`config.mk`:
```
export PLATFORM = sky130hd
export DESIGN_NAME = txarq_sched_flat
export DESIGN_NICKNAME = d
export VERILOG_FILES = /design/src/rtl/txarq_pkg.sv /design/src/rtl/txarq_sched_if.sv /design/src/rtl/txarq_ltslot.sv /design/src/rtl/txarq_sched.sv /design/src/flat_wrapper.sv
export SDC_FILE = /design/constraint.sdc
export NUM_CORES = 1
export LEC_CHECK = 0
export CAP_MARGIN = 10
export CELL_PAD_IN_SITES_DETAIL_PLACEMENT = 1
export CELL_PAD_IN_SITES_GLOBAL_PLACEMENT = 2
export CORE_MARGIN = 2
export CORE_UTILIZATION = 31
export DETAILED_ROUTE_END_ITERATION = 8
export PLACE_DENSITY = 0.84
export SKIP_CTS_REPAIR_TIMING = 1
export SYNTH_ARGS = -nofsm -noshare
export SYNTH_HDL_FRONTEND = slang
export SYNTH_SLANG_ARGS = --single-unit
```
`constraint.sdc`:
```
create_clock -name clk_6M -period 2.35 [get_ports clk_6M]
set_input_delay 0.705 -clock clk_6M [delete_from_list [all_inputs] [get_ports clk_6M]]
set_output_delay 0.705 -clock clk_6M [all_outputs]
set_load 0.01 [all_outputs]
```
`src/rtl/txarq_pkg.sv`:
```
// Shared types and constants for the per-LT_ADDR transmit ARQ scheduler.
package txarq_pkg;

  localparam int unsigned NUM_LT  = 8;
  localparam int unsigned FTW_DEF = 16;

  typedef enum logic [1:0] {
    IDLE = 2'b00,
    PEND = 2'b01,
    WAIT = 2'b10
  } lt_state_e;

  // Lowest-numbered set bit; used when several LTs expire in the same cycle.
  function automatic logic [2:0] lowest_set(input logic [NUM_LT-1:0] v);
    logic [2:0] r;
    logic       found;
    r     = '0;
    found = 1'b0;
    for (int unsigned i = 0; i < NUM_LT; i++) begin
      if (v[i] && !found) begin
        r     = 3'(i);
        found = 1'b1;
      end
    end
    return r;
  endfunction

endpackage

```
`src/rtl/txarq_sched_if.sv`:
```
// Scheduler bus: MCU, tx-timing and header-decoder strobes in, ARQ controls and interrupts out.
interface txarq_sched_if
  import txarq_pkg::*;
#(
  parameter int unsigned FTW = FTW_DEF
) ();
  logic           ms_tslot_p;
  logic           tx_packet_st_p;
  logic [2:0]     lt_addr;
  logic           regi_txready_p;
  logic           regi_flush_p;
  logic [2:0]     regi_lt_addr;
  logic [FTW-1:0] regi_flushto;
  logic           dec_hdr_p;
  logic [2:0]     dec_lt_addr;
  logic           dec_arqn;
  logic           dec_flow;
  logic           sendnewpy;
  logic           tx_seqn;
  logic           tx_flowok;
  logic [7:0]     lt_busy;
  logic           newpy_int;
  logic           flush_int;
  logic [2:0]     int_lt_addr;

  modport master (
    output ms_tslot_p, tx_packet_st_p, lt_addr, regi_txready_p, regi_flush_p,
           regi_lt_addr, regi_flushto, dec_hdr_p, dec_lt_addr, dec_arqn, dec_flow,
    input  sendnewpy, tx_seqn, tx_flowok, lt_busy, newpy_int, flush_int, int_lt_addr
  );

  modport slave (
    input  ms_tslot_p, tx_packet_st_p, lt_addr, regi_txready_p, regi_flush_p,
           regi_lt_addr, regi_flushto, dec_hdr_p, dec_lt_addr, dec_arqn, dec_flow,
    output sendnewpy, tx_seqn, tx_flowok, lt_busy, newpy_int, flush_int, int_lt_addr
  );
endinterface

```
`src/rtl/txarq_ltslot.sv`:
```
// One logical transport's ARQ state: IDLE/PEND/WAIT, SEQN, queued, flow_stop, flush counter.
// Flush counter and expiry exist only when TXARQ_FLUSH_EN is defined.
module txarq_ltslot
  import txarq_pkg::*;
#(
  parameter int unsigned FTW = FTW_DEF
) (
  input  logic           clk_6M,
  input  logic           rstz,
  input  logic           ready_hit_i,
  input  logic           flush_hit_i,
  input  logic           tx_hit_i,
  input  logic           hdr_hit_i,
  input  logic           arqn_i,
  input  logic           flow_i,
  input  logic           tslot_i,
  input  logic [FTW-1:0] flushto_i,
  output lt_state_e      state_o,
  output logic           seqn_o,
  output logic           flow_stop_o,
  output logic           ack_evt_o,
  output logic           flush_evt_o
);

  lt_state_e state_q, state_d;
  logic      seqn_q, seqn_d;
  logic      queued_q, queued_d;
  logic      flow_stop_q, flow_stop_d;
  logic      expire;

`ifdef TXARQ_FLUSH_EN
  logic [FTW-1:0] cnt_q, cnt_d;

  always_ff @(posedge clk_6M or negedge rstz) begin
    if (!rstz) cnt_q <= '0;
    else       cnt_q <= cnt_d;
  end
`else
  logic unused_flush_inputs;
  assign unused_flush_inputs = ^{tslot_i, flushto_i};
`endif

  always_ff @(posedge clk_6M or negedge rstz) begin
    if (!rstz) begin
      state_q     <= IDLE;
      seqn_q      <= 1'b0;
      queued_q    <= 1'b0;
      flow_stop_q <= 1'b0;
    end else begin
      state_q     <= state_d;
      seqn_q      <= seqn_d;
      queued_q    <= queued_d;
      flow_stop_q <= flow_stop_d;
    end
  end

  always_comb begin
    state_d     = state_q;
    seqn_d      = seqn_q;
    queued_d    = queued_q;
    flow_stop_d = hdr_hit_i ? ~flow_i : flow_stop_q;
    ack_evt_o   = 1'b0;
    flush_evt_o = 1'b0;
    expire      = 1'b0;
`ifdef TXARQ_FLUSH_EN
    cnt_d = cnt_q;
    if (state_q == WAIT && tslot_i && flushto_i != '0 && cnt_q != '0) begin
      cnt_d  = cnt_q - 1'b1;
      expire = (cnt_q == FTW'(1));
    end
`endif
    // Priority: MCU flush > ACK > expiry > tx; a coincident ready always lands in PEND.
    if (flush_hit_i) begin
      state_d     = ready_hit_i ? PEND : IDLE;
      queued_d    = 1'b0;
      flush_evt_o = 1'b1;
    end else if (state_q == WAIT && hdr_hit_i && arqn_i) begin
      state_d   = (queued_q || ready_hit_i) ? PEND : IDLE;
      queued_d  = 1'b0;
      ack_evt_o = 1'b1;
    end else if (expire) begin
      state_d     = (queued_q || ready_hit_i) ? PEND : IDLE;
      queued_d    = 1'b0;
      flush_evt_o = 1'b1;
    end else begin
      unique case (state_q)
        IDLE: if (ready_hit_i) state_d = PEND;
        PEND: begin
          if (ready_hit_i) queued_d = 1'b1;
          if (tx_hit_i) begin
            state_d = WAIT;
            seqn_d  = ~seqn_q;
`ifdef TXARQ_FLUSH_EN
            cnt_d   = flushto_i;
`endif
          end
        end
        WAIT:    if (ready_hit_i) queued_d = 1'b1;
        default: state_d = IDLE;
      endcase
    end
  end

  assign state_o     = state_q;
  assign seqn_o      = seqn_q;
  assign flow_stop_o = flow_stop_q;

endmodule

```
`src/rtl/txarq_sched.sv`:
```
// Per-LT_ADDR transmit ARQ scheduler: LT decode, eight txarq_ltslot instances, output mux, IRQs.
// Optional flush timeout is enabled with the TXARQ_FLUSH_EN macro.
module txarq_sched
  import txarq_pkg::*;
#(
  parameter int unsigned FTW = FTW_DEF
) (
  input logic         clk_6M,
  input logic         rstz,
  txarq_sched_if.slave bus
);

  logic [NUM_LT-1:0] ready_hit, flush_hit, tx_hit, hdr_hit;
  logic [NUM_LT-1:0] seqn, flow_stop, ack_evt, flush_evt;
  lt_state_e         st [NUM_LT];

  logic       newpy_int_q, newpy_int_d;
  logic       flush_int_q, flush_int_d;
  logic [2:0] int_lt_addr_q, int_lt_addr_d;

  always_comb begin
    for (int unsigned i = 0; i < NUM_LT; i++) begin
      ready_hit[i] = bus.regi_txready_p && (bus.regi_lt_addr == 3'(i));
      flush_hit[i] = bus.regi_flush_p   && (bus.regi_lt_addr == 3'(i));
      tx_hit[i]    = bus.tx_packet_st_p && (bus.lt_addr == 3'(i));
      hdr_hit[i]   = bus.dec_hdr_p      && (bus.dec_lt_addr == 3'(i));
    end
  end

  for (genvar g = 0; g < NUM_LT; g++) begin : g_lt
    txarq_ltslot #(.FTW(FTW)) u_slot (
      .clk_6M      (clk_6M),
      .rstz        (rstz),
      .ready_hit_i (ready_hit[g]),
      .flush_hit_i (flush_hit[g]),
      .tx_hit_i    (tx_hit[g]),
      .hdr_hit_i   (hdr_hit[g]),
      .arqn_i      (bus.dec_arqn),
      .flow_i      (bus.dec_flow),
      .tslot_i     (bus.ms_tslot_p),
      .flushto_i   (bus.regi_flushto),
      .state_o     (st[g]),
      .seqn_o      (seqn[g]),
      .flow_stop_o (flow_stop[g]),
      .ack_evt_o   (ack_evt[g]),
      .flush_evt_o (flush_evt[g])
    );
  end

  // MCU-port LT wins int_lt_addr, then the decoder LT, then any expiring LT.
  always_comb begin
    newpy_int_d   = |ack_evt;
    flush_int_d   = |flush_evt;
    int_lt_addr_d = int_lt_addr_q;
    if (bus.regi_flush_p)  int_lt_addr_d = bus.regi_lt_addr;
    else if (|ack_evt)     int_lt_addr_d = bus.dec_lt_addr;
    else if (|flush_evt)   int_lt_addr_d = lowest_set(flush_evt);
  end

  always_ff @(posedge clk_6M or negedge rstz) begin
    if (!rstz) begin
      newpy_int_q   <= 1'b0;
      flush_int_q   <= 1'b0;
      int_lt_addr_q <= '0;
    end else begin
      newpy_int_q   <= newpy_int_d;
      flush_int_q   <= flush_int_d;
      int_lt_addr_q <= int_lt_addr_d;
    end
  end

  always_comb begin
    for (int unsigned i = 0; i < NUM_LT; i++) bus.lt_busy[i] = (st[i] != IDLE);
  end

  assign bus.sendnewpy   = (st[bus.lt_addr] == PEND);
  assign bus.tx_seqn     = seqn[bus.lt_addr] ^ bus.sendnewpy;
  assign bus.tx_flowok   = ~flow_stop[bus.lt_addr];
  assign bus.newpy_int   = newpy_int_q;
  assign bus.flush_int   = flush_int_q;
  assign bus.int_lt_addr = int_lt_addr_q;

endmodule

```
`src/flat_wrapper.sv`:
```
// flat-port wrapper written by rule: the top's interface ports become plain ports
module txarq_sched_flat import txarq_pkg::*;
#(
  parameter int unsigned FTW = FTW_DEF
)
  (clk_6M, rstz, bus_ms_tslot_p, bus_tx_packet_st_p, bus_lt_addr, bus_regi_txready_p, bus_regi_flush_p, bus_regi_lt_addr, bus_regi_flushto, bus_dec_hdr_p, bus_dec_lt_addr, bus_dec_arqn, bus_dec_flow, bus_sendnewpy, bus_tx_seqn, bus_tx_flowok, bus_lt_busy, bus_newpy_int, bus_flush_int, bus_int_lt_addr);
  txarq_sched_if #(.FTW(FTW)) bus_i ();
  input logic clk_6M;
  input logic rstz;
  input wire logic [$bits(bus_i.ms_tslot_p)-1:0] bus_ms_tslot_p;
  input wire logic [$bits(bus_i.tx_packet_st_p)-1:0] bus_tx_packet_st_p;
  input wire logic [$bits(bus_i.lt_addr)-1:0] bus_lt_addr;
  input wire logic [$bits(bus_i.regi_txready_p)-1:0] bus_regi_txready_p;
  input wire logic [$bits(bus_i.regi_flush_p)-1:0] bus_regi_flush_p;
  input wire logic [$bits(bus_i.regi_lt_addr)-1:0] bus_regi_lt_addr;
  input wire logic [$bits(bus_i.regi_flushto)-1:0] bus_regi_flushto;
  input wire logic [$bits(bus_i.dec_hdr_p)-1:0] bus_dec_hdr_p;
  input wire logic [$bits(bus_i.dec_lt_addr)-1:0] bus_dec_lt_addr;
  input wire logic [$bits(bus_i.dec_arqn)-1:0] bus_dec_arqn;
  input wire logic [$bits(bus_i.dec_flow)-1:0] bus_dec_flow;
  output wire logic [$bits(bus_i.sendnewpy)-1:0] bus_sendnewpy;
  output wire logic [$bits(bus_i.tx_seqn)-1:0] bus_tx_seqn;
  output wire logic [$bits(bus_i.tx_flowok)-1:0] bus_tx_flowok;
  output wire logic [$bits(bus_i.lt_busy)-1:0] bus_lt_busy;
  output wire logic [$bits(bus_i.newpy_int)-1:0] bus_newpy_int;
  output wire logic [$bits(bus_i.flush_int)-1:0] bus_flush_int;
  output wire logic [$bits(bus_i.int_lt_addr)-1:0] bus_int_lt_addr;
  assign bus_i.ms_tslot_p = bus_ms_tslot_p;
  assign bus_i.tx_packet_st_p = bus_tx_packet_st_p;
  assign bus_i.lt_addr = bus_lt_addr;
  assign bus_i.regi_txready_p = bus_regi_txready_p;
  assign bus_i.regi_flush_p = bus_regi_flush_p;
  assign bus_i.regi_lt_addr = bus_regi_lt_addr;
  assign bus_i.regi_flushto = bus_regi_flushto;
  assign bus_i.dec_hdr_p = bus_dec_hdr_p;
  assign bus_i.dec_lt_addr = bus_dec_lt_addr;
  assign bus_i.dec_arqn = bus_dec_arqn;
  assign bus_i.dec_flow = bus_dec_flow;
  assign bus_sendnewpy = bus_i.sendnewpy;
  assign bus_tx_seqn = bus_i.tx_seqn;
  assign bus_tx_flowok = bus_i.tx_flowok;
  assign bus_lt_busy = bus_i.lt_busy;
  assign bus_newpy_int = bus_i.newpy_int;
  assign bus_flush_int = bus_i.flush_int;
  assign bus_int_lt_addr = bus_i.int_lt_addr;
  txarq_sched #(.FTW(FTW)) u_core (.clk_6M(clk_6M), .rstz(rstz), .bus(bus_i));
endmodule
```
# ---- Word level (Yosys, flattened, before mapping)
# Index checks and enable logic that the tools add are counted.
# Widths: inputs -> output; s select.
dict set report totals {
  reg_bits 45
  output_inout_bits 16
  word_cells 424
}
dict set report classes {
  order_cmp 2
  eq_ne 62
  muxes 157
  n_bitwise 28
  reduce_logical 140
}
# operator n
set op_table {}
lappend op_table {{$mux 1} 103}
lappend op_table {{$mux 2} 36}
lappend op_table {{$ne 4x4->1 const B} 16}
lappend op_table {{$logic_and 1x1->1} 55}
lappend op_table {{$reduce_bool 3->1} 17}
lappend op_table {{$pmux 2 s3} 8}
lappend op_table {{$eq 3x3->1 const B} 12}
lappend op_table {{$reduce_and 4->1} 8}
lappend op_table {{$not 1->1} 26}
lappend op_table {{$ne 3x2->1 const B} 8}
lappend op_table {{$reduce_and 3->1} 8}
lappend op_table {{$mux 3} 7}
lappend op_table {{$eq 2x1->1 const B} 9}
lappend op_table {{$eq 3x2->1 const B} 6}
lappend op_table {{$eq 2x2->1 const B} 8}
lappend op_table {{$logic_not 2->1} 8}
lappend op_table {{$reduce_and 2->1} 8}
lappend op_table {{$reduce_bool 2->1} 8}
lappend op_table {{$reduce_or 2->1} 8}
lappend op_table {{$reduce_or 8->1} 2}
lappend op_table {{$eq 3x1->1 const B} 3}
lappend op_table {{$logic_not 3->1} 3}
lappend op_table {{$logic_or 1x1->1} 8}
lappend op_table {{$logic_not 1->1} 7}
lappend op_table {{other kinds (6)} 7}

# ---- Depth between registers and ports, before layout
dict set report logic_depth {
  depth_word 51
  depth_mapped 8
  mapped_depth_nobuf 8
}

# ---- Modules after synthesis
# From an unflattened synthesis, not the netlist that was laid out.
dict set report unflattened {
  cells_unflattened 387
  area_unflattened_um2 3489.6
}
# module instances cells_each area_per_inst_um2 seq_area_each_um2
set modules_own_cells {}
lappend modules_own_cells {txarq_ltslot 8 33 331.6 125.1}
lappend modules_own_cells {txarq_sched 1 123 837.1 125.1}

# ---- Worst setup path after synthesis
# Ideal clock, no wire load.
dict set report synth_timing {
  path_kind {input -> output}
  start {in bus_lt_addr[0]}
  end {out bus_tx_flowok}
  arrival_time_ns 1.893
  required_ns 1.645
  setup_slack_ns -0.248
  cell_stages 4
  path_buffers 2
  path_cell_list {clkbuf_1 > buf_2 > mux4_2 > mux2i_1}
}
dict set report synth_between {
  elab_chain_len 3
}
# element line_no
set synth_lines {}
lappend synth_lines {{from (decl)} flat_wrapper.sv:12} ;# input wire logic [$bits(bus_i.lt_addr)-1:0] bus_lt_addr;
lappend synth_lines {{$bmux 1 s3} txarq_sched.sv:78} ;# assign bus.tx_flowok = ~flow_stop[bus.lt_addr];
lappend synth_lines {{$mux 1 (not written as such)} txarq_sched.sv:78}
lappend synth_lines {{$not 1->1} txarq_sched.sv:78}
lappend synth_lines {{to (decl)} flat_wrapper.sv:23} ;# output wire logic [$bits(bus_i.tx_flowok)-1:0] bus_tx_flowok;
# No other way between the ends. The select of a mux whose other input is x is not followed.

# ---- Worst setup path after layout
dict set report layout_timing {
  start {in bus_lt_addr[1]}
  end {out bus_tx_seqn}
}
dict set report layout_between {
  elab_chain_len 6
  word_cells_on_any_way 8
  classes_between {eq/ne (1); mux (5); bitwise (2)}
}
# element line_no
set layout_lines {}
lappend layout_lines {{$not 3->4 (not written as such)} txarq_sched.sv:76} ;# assign bus.sendnewpy = (st[bus.lt_addr] == PEND);
lappend layout_lines {{$bmux 2 s3} txarq_sched.sv:76}
lappend layout_lines {{$mux 2 (not written as such) (2 in series)} txarq_sched.sv:76}
lappend layout_lines {{$eq 2x1->1} txarq_sched.sv:76}
lappend layout_lines {{$xor 1x1->1 *} txarq_sched.sv:77} ;# assign bus.tx_seqn = seqn[bus.lt_addr] ^ bus.sendnewpy;
lappend layout_lines {{to (decl)} flat_wrapper.sv:22} ;# output wire logic [$bits(bus_i.tx_seqn)-1:0] bus_tx_seqn;
# Every way passes the cells marked *; elsewhere a longest branch is shown, timed or not. The select of a mux whose other input is x is not followed.

==> reports/metrics.csv <==
stage;metric;value;unit
run_status;status;complete, but fails checks;
run_status;violations;setup timing;
grt;grt-ovfl-total;0;
die;initial_core_util;0.315;
synthesis;synth.distinct_cells;66;
detailed_routing;routed_wirelength;12.2;mm
synthesis;ys_seq_area_frac;0.331;
finish;fin_nets;591;
clocking;cts_tree;yes;
synthesis;ys_seq_elements;45;
power;swShare;0.403;
power;seqPwrFrac;0.292;
synthesis;synth_top_area_frac;0.331;
finish;insertedDiodeCount;0;
synthesis;synth_area;3400;sq um
grt;grt_pass1_vias;3644;
detailed_routing;via_count;3393;
synthesis;syn_inst;371;
grt;antenna_found_initial;0;
power;power_per_cell_area;871;nW/um^2
power;power.switching;1770;uW
detailed_routing;wl_per_cell;18.5;um
grt;grt_busiest_layer;met2;
clocking;h-tree-depth;2;
die;dieHeight;109;um
sta;skew;0.0114;ns
finish;instances_no_fill;662;
clocking;clock_sinks;45;
synthesis;synth_edf_count;0;
placement;numPortBuffers;32;
detailed_routing;drt_drc_violations_left;0;
sta;maxSlewHeadroom;0.738;
synthesis;synthArstFlopShare;1.00;
detailed_routing;drtAntennaViolNets;0;
sta;min_period_over_period;1.16;
sta;layout_min_cycle_time;2.73;ns
grt;grt_pass1_wl;18.5;mm
power;power;4390;uW
worst_setup_path;startpoint_type;input port;
placement;place_inst;640;
die;core;10800;sq um
hold_path;hp-class;input port to asynchronous set/reset pin;
power;clock_power_share;0.115;
sta;worstMarginPinSlew;0.392;ns
clocking;clock_latency;0.30;ns
placement;gp_congestion;0.858;
power;p_int;2620;uW
synthesis;synthTopCellsByCount;dfrtp_1, ha_1, nand2_1;
placement;dp_hpwl;9.17;mm
grt;met2_usage;0.367;
finish;syn_to_final_growth;48.1;%
worst_setup_path;worst_ep_required_time;1.64;ns
grt;grt_start_max_net_pins;27;
synthesis;ys.flop_type;dfrtp_1;
die;fp.dieW;109;um
worst_setup_path;cp_max_fo;7;
detailed_routing;drt_iter0_drc;176;
detailed_routing;viasPerCell;5.13;
grt;use_met3;0.0203;
sta;slew_viol_final;0;
synthesis;synth.area.top_cells;dfrtp_1, ha_1, nand2_1;
power;ir_worst_vdd;466;uV
sta;rsz0062_at_grt;yes;
sta;finalWorstSetupSlack;-0.379;ns
die;die-area;11800;sq um
synthesis;yosys.area.top_type;dfrtp_1;
sta;max_freq;366;MHz
clocking;cts-root-buf;clkbuf_8;
synthesis;synth_most_common_cell;dfrtp_1;
grt;track_usage;0.203;
power;p_comb_frac;0.593;
synthesis;yosysWarnings;0;
clocking;clk_pin_slew;0.10;ns
worst_setup_path;crit_path_end_kind;output pin;
power;p_leak;0.00254;uW
clocking;cts.path.max_buffers;2;
finish;drive_gt1_frac;0.351;
synthesis;synth_nets;441;
worst_setup_path;worstPathArrival;2.02;ns
job;cap_violations;0;
grt;grt_use_met1;0.260;
sta;finalHoldViolCount;0;
synthesis;avgSynthCellArea;9.17;sq um
worst_setup_path;worstSetupPathType;input port to output pin;
clocking;numCtsBuffers;5;
detailed_routing;first_pass_iters;5;
die;io_pins;50;
sta;finalSetupViolCount;3;
die;rows;38;
==> registers in the layout (all words and copies together), names as in the netlist <==
register / flops
u_core.bus.newpy_int: 1
u_core.g_lt.u_slot.state_o: 16
u_core.g_lt.u_slot.flow_stop_o: 8
u_core.bus.int_lt_addr: 3
u_core.bus.flush_int: 1
u_core.g_lt.u_slot.queued_q: 8
u_core.g_lt.u_slot.seqn_o: 8
==> power by group through the flow <==
stage	Sequential [uW]	Combinational [uW]	Clock [uW]
floorplan	1240	1310	0
global placement	1270	2360	0
detailed placement	1280	2480	0
CTS	1270	2500	518
global route	1300	2910	554
finish	1280	2600	505
==> worst max-delay path: stages <==
cell and delay, ns:
buf_12 0.11, buf_12 0.13, buf_8 0.11, a311o_1 0.31, nand3_1 0.11, o21ai_2 0.08
buf_4 0.15, xnor2_2 0.16, buf_2 0.15
==> stage by stage <==
step	area (sq um)	utilization	setup slack (ns)	hold WS, ns	setup TNS, ns
2_1_floorplan	3440	-	-0.00415	0.409	-0.00508
3_3_place_gp	4690	0.434	-1.09	0.473	-8.16
3_5_place_dp	4690	0.434	-1.13	0.489	-9.49
5_1_grt	5040	0.467	-0.410	0.398	-0.866
6_report	5040	0.467	-0.379	0.377	-0.762
4_1_cts	4770	0.442	-1.14	0.388	-4.05
==> routing by layer <==
metal  share of wire  wire [um]
met3           0.034        411
met5               0          0
met4           0.017        202
met2            0.50       6140
met1            0.45       5490
==> cells by family after synthesis <==
group / share of synthesized area
simple gates: 0.240
xor+xnor: 0.0232
fa+ha+maj: 0.132
mux: 0.0654
compound gates: 0.146
buf+inv: 0.0629
flops: 0.331
==> final cells by class <==
class	count	area, sq um
multi-input cells	277	2140
clock buffers	5	68.8
well taps	140	175
repair buffers	163	1410
fillers	1241	5750
inverters	29	109
clock inverters	3	17.5
flip-flops and latches	45	1130
==> final timing paths <==
| path | endpoint | startpoint | slack [ns] | depth (start not counted) |
|---|---|---|---|---|
| max reg2reg | u_core.bus.int_lt_addr[0]$_DFFE_PN0P_ | u_core.g_lt[6].u_slot.state_o[0]$_DFFE_PN0P_ | 0.20 | 9 |
| max in group asynchronous | u_core.g_lt[4].u_slot.seqn_o$_DFFE_PN0P_ | rstz | 1.66 | 2 |
| min reg2reg | u_core.g_lt[1].u_slot.queued_q$_DFFE_PN0P_ | u_core.g_lt[1].u_slot.queued_q$_DFFE_PN0P_ | 0.50 | 2 |
| max | bus_tx_seqn | bus_lt_addr[1] | -0.38 | 9 |
| min | u_core.g_lt[6].u_slot.state_o[1]$_DFFE_PN0P_ | rstz | 0.38 | 2 |
| min in group clk_6M | u_core.g_lt[1].u_slot.queued_q$_DFFE_PN0P_ | u_core.g_lt[1].u_slot.queued_q$_DFFE_PN0P_ | 0.50 | 2 |
==> layout by cell type (no fill, tap or decap), types with 5 or more instances in the layout <==
master | synthesis | layout
nand4b_1 | 6 | 6
clkdlybuf4s50_1 | 0 | 7
dfrtp_1 | 45 | 45
xnor2_1 | 6 | 5
buf_4 | 4 | 124
inv_1 | 29 | 26
nor2_1 | 28 | 27
clkbuf_8 | 0 | 5
nand4_1 | 5 | 5
o21ai_0 | 12 | 10
buf_6 | 1 | 5
mux2i_1 | 11 | 9
nor3_1 | 13 | 12
a21oi_1 | 22 | 22
a31oi_1 | 8 | 7
ha_1 | 36 | 35
nand3_1 | 13 | 13
dlymetal6s2s_1 | 0 | 19
nand2_1 | 31 | 31
and2_1 | 5 | 5
Power figures use the tool's default switching activity.
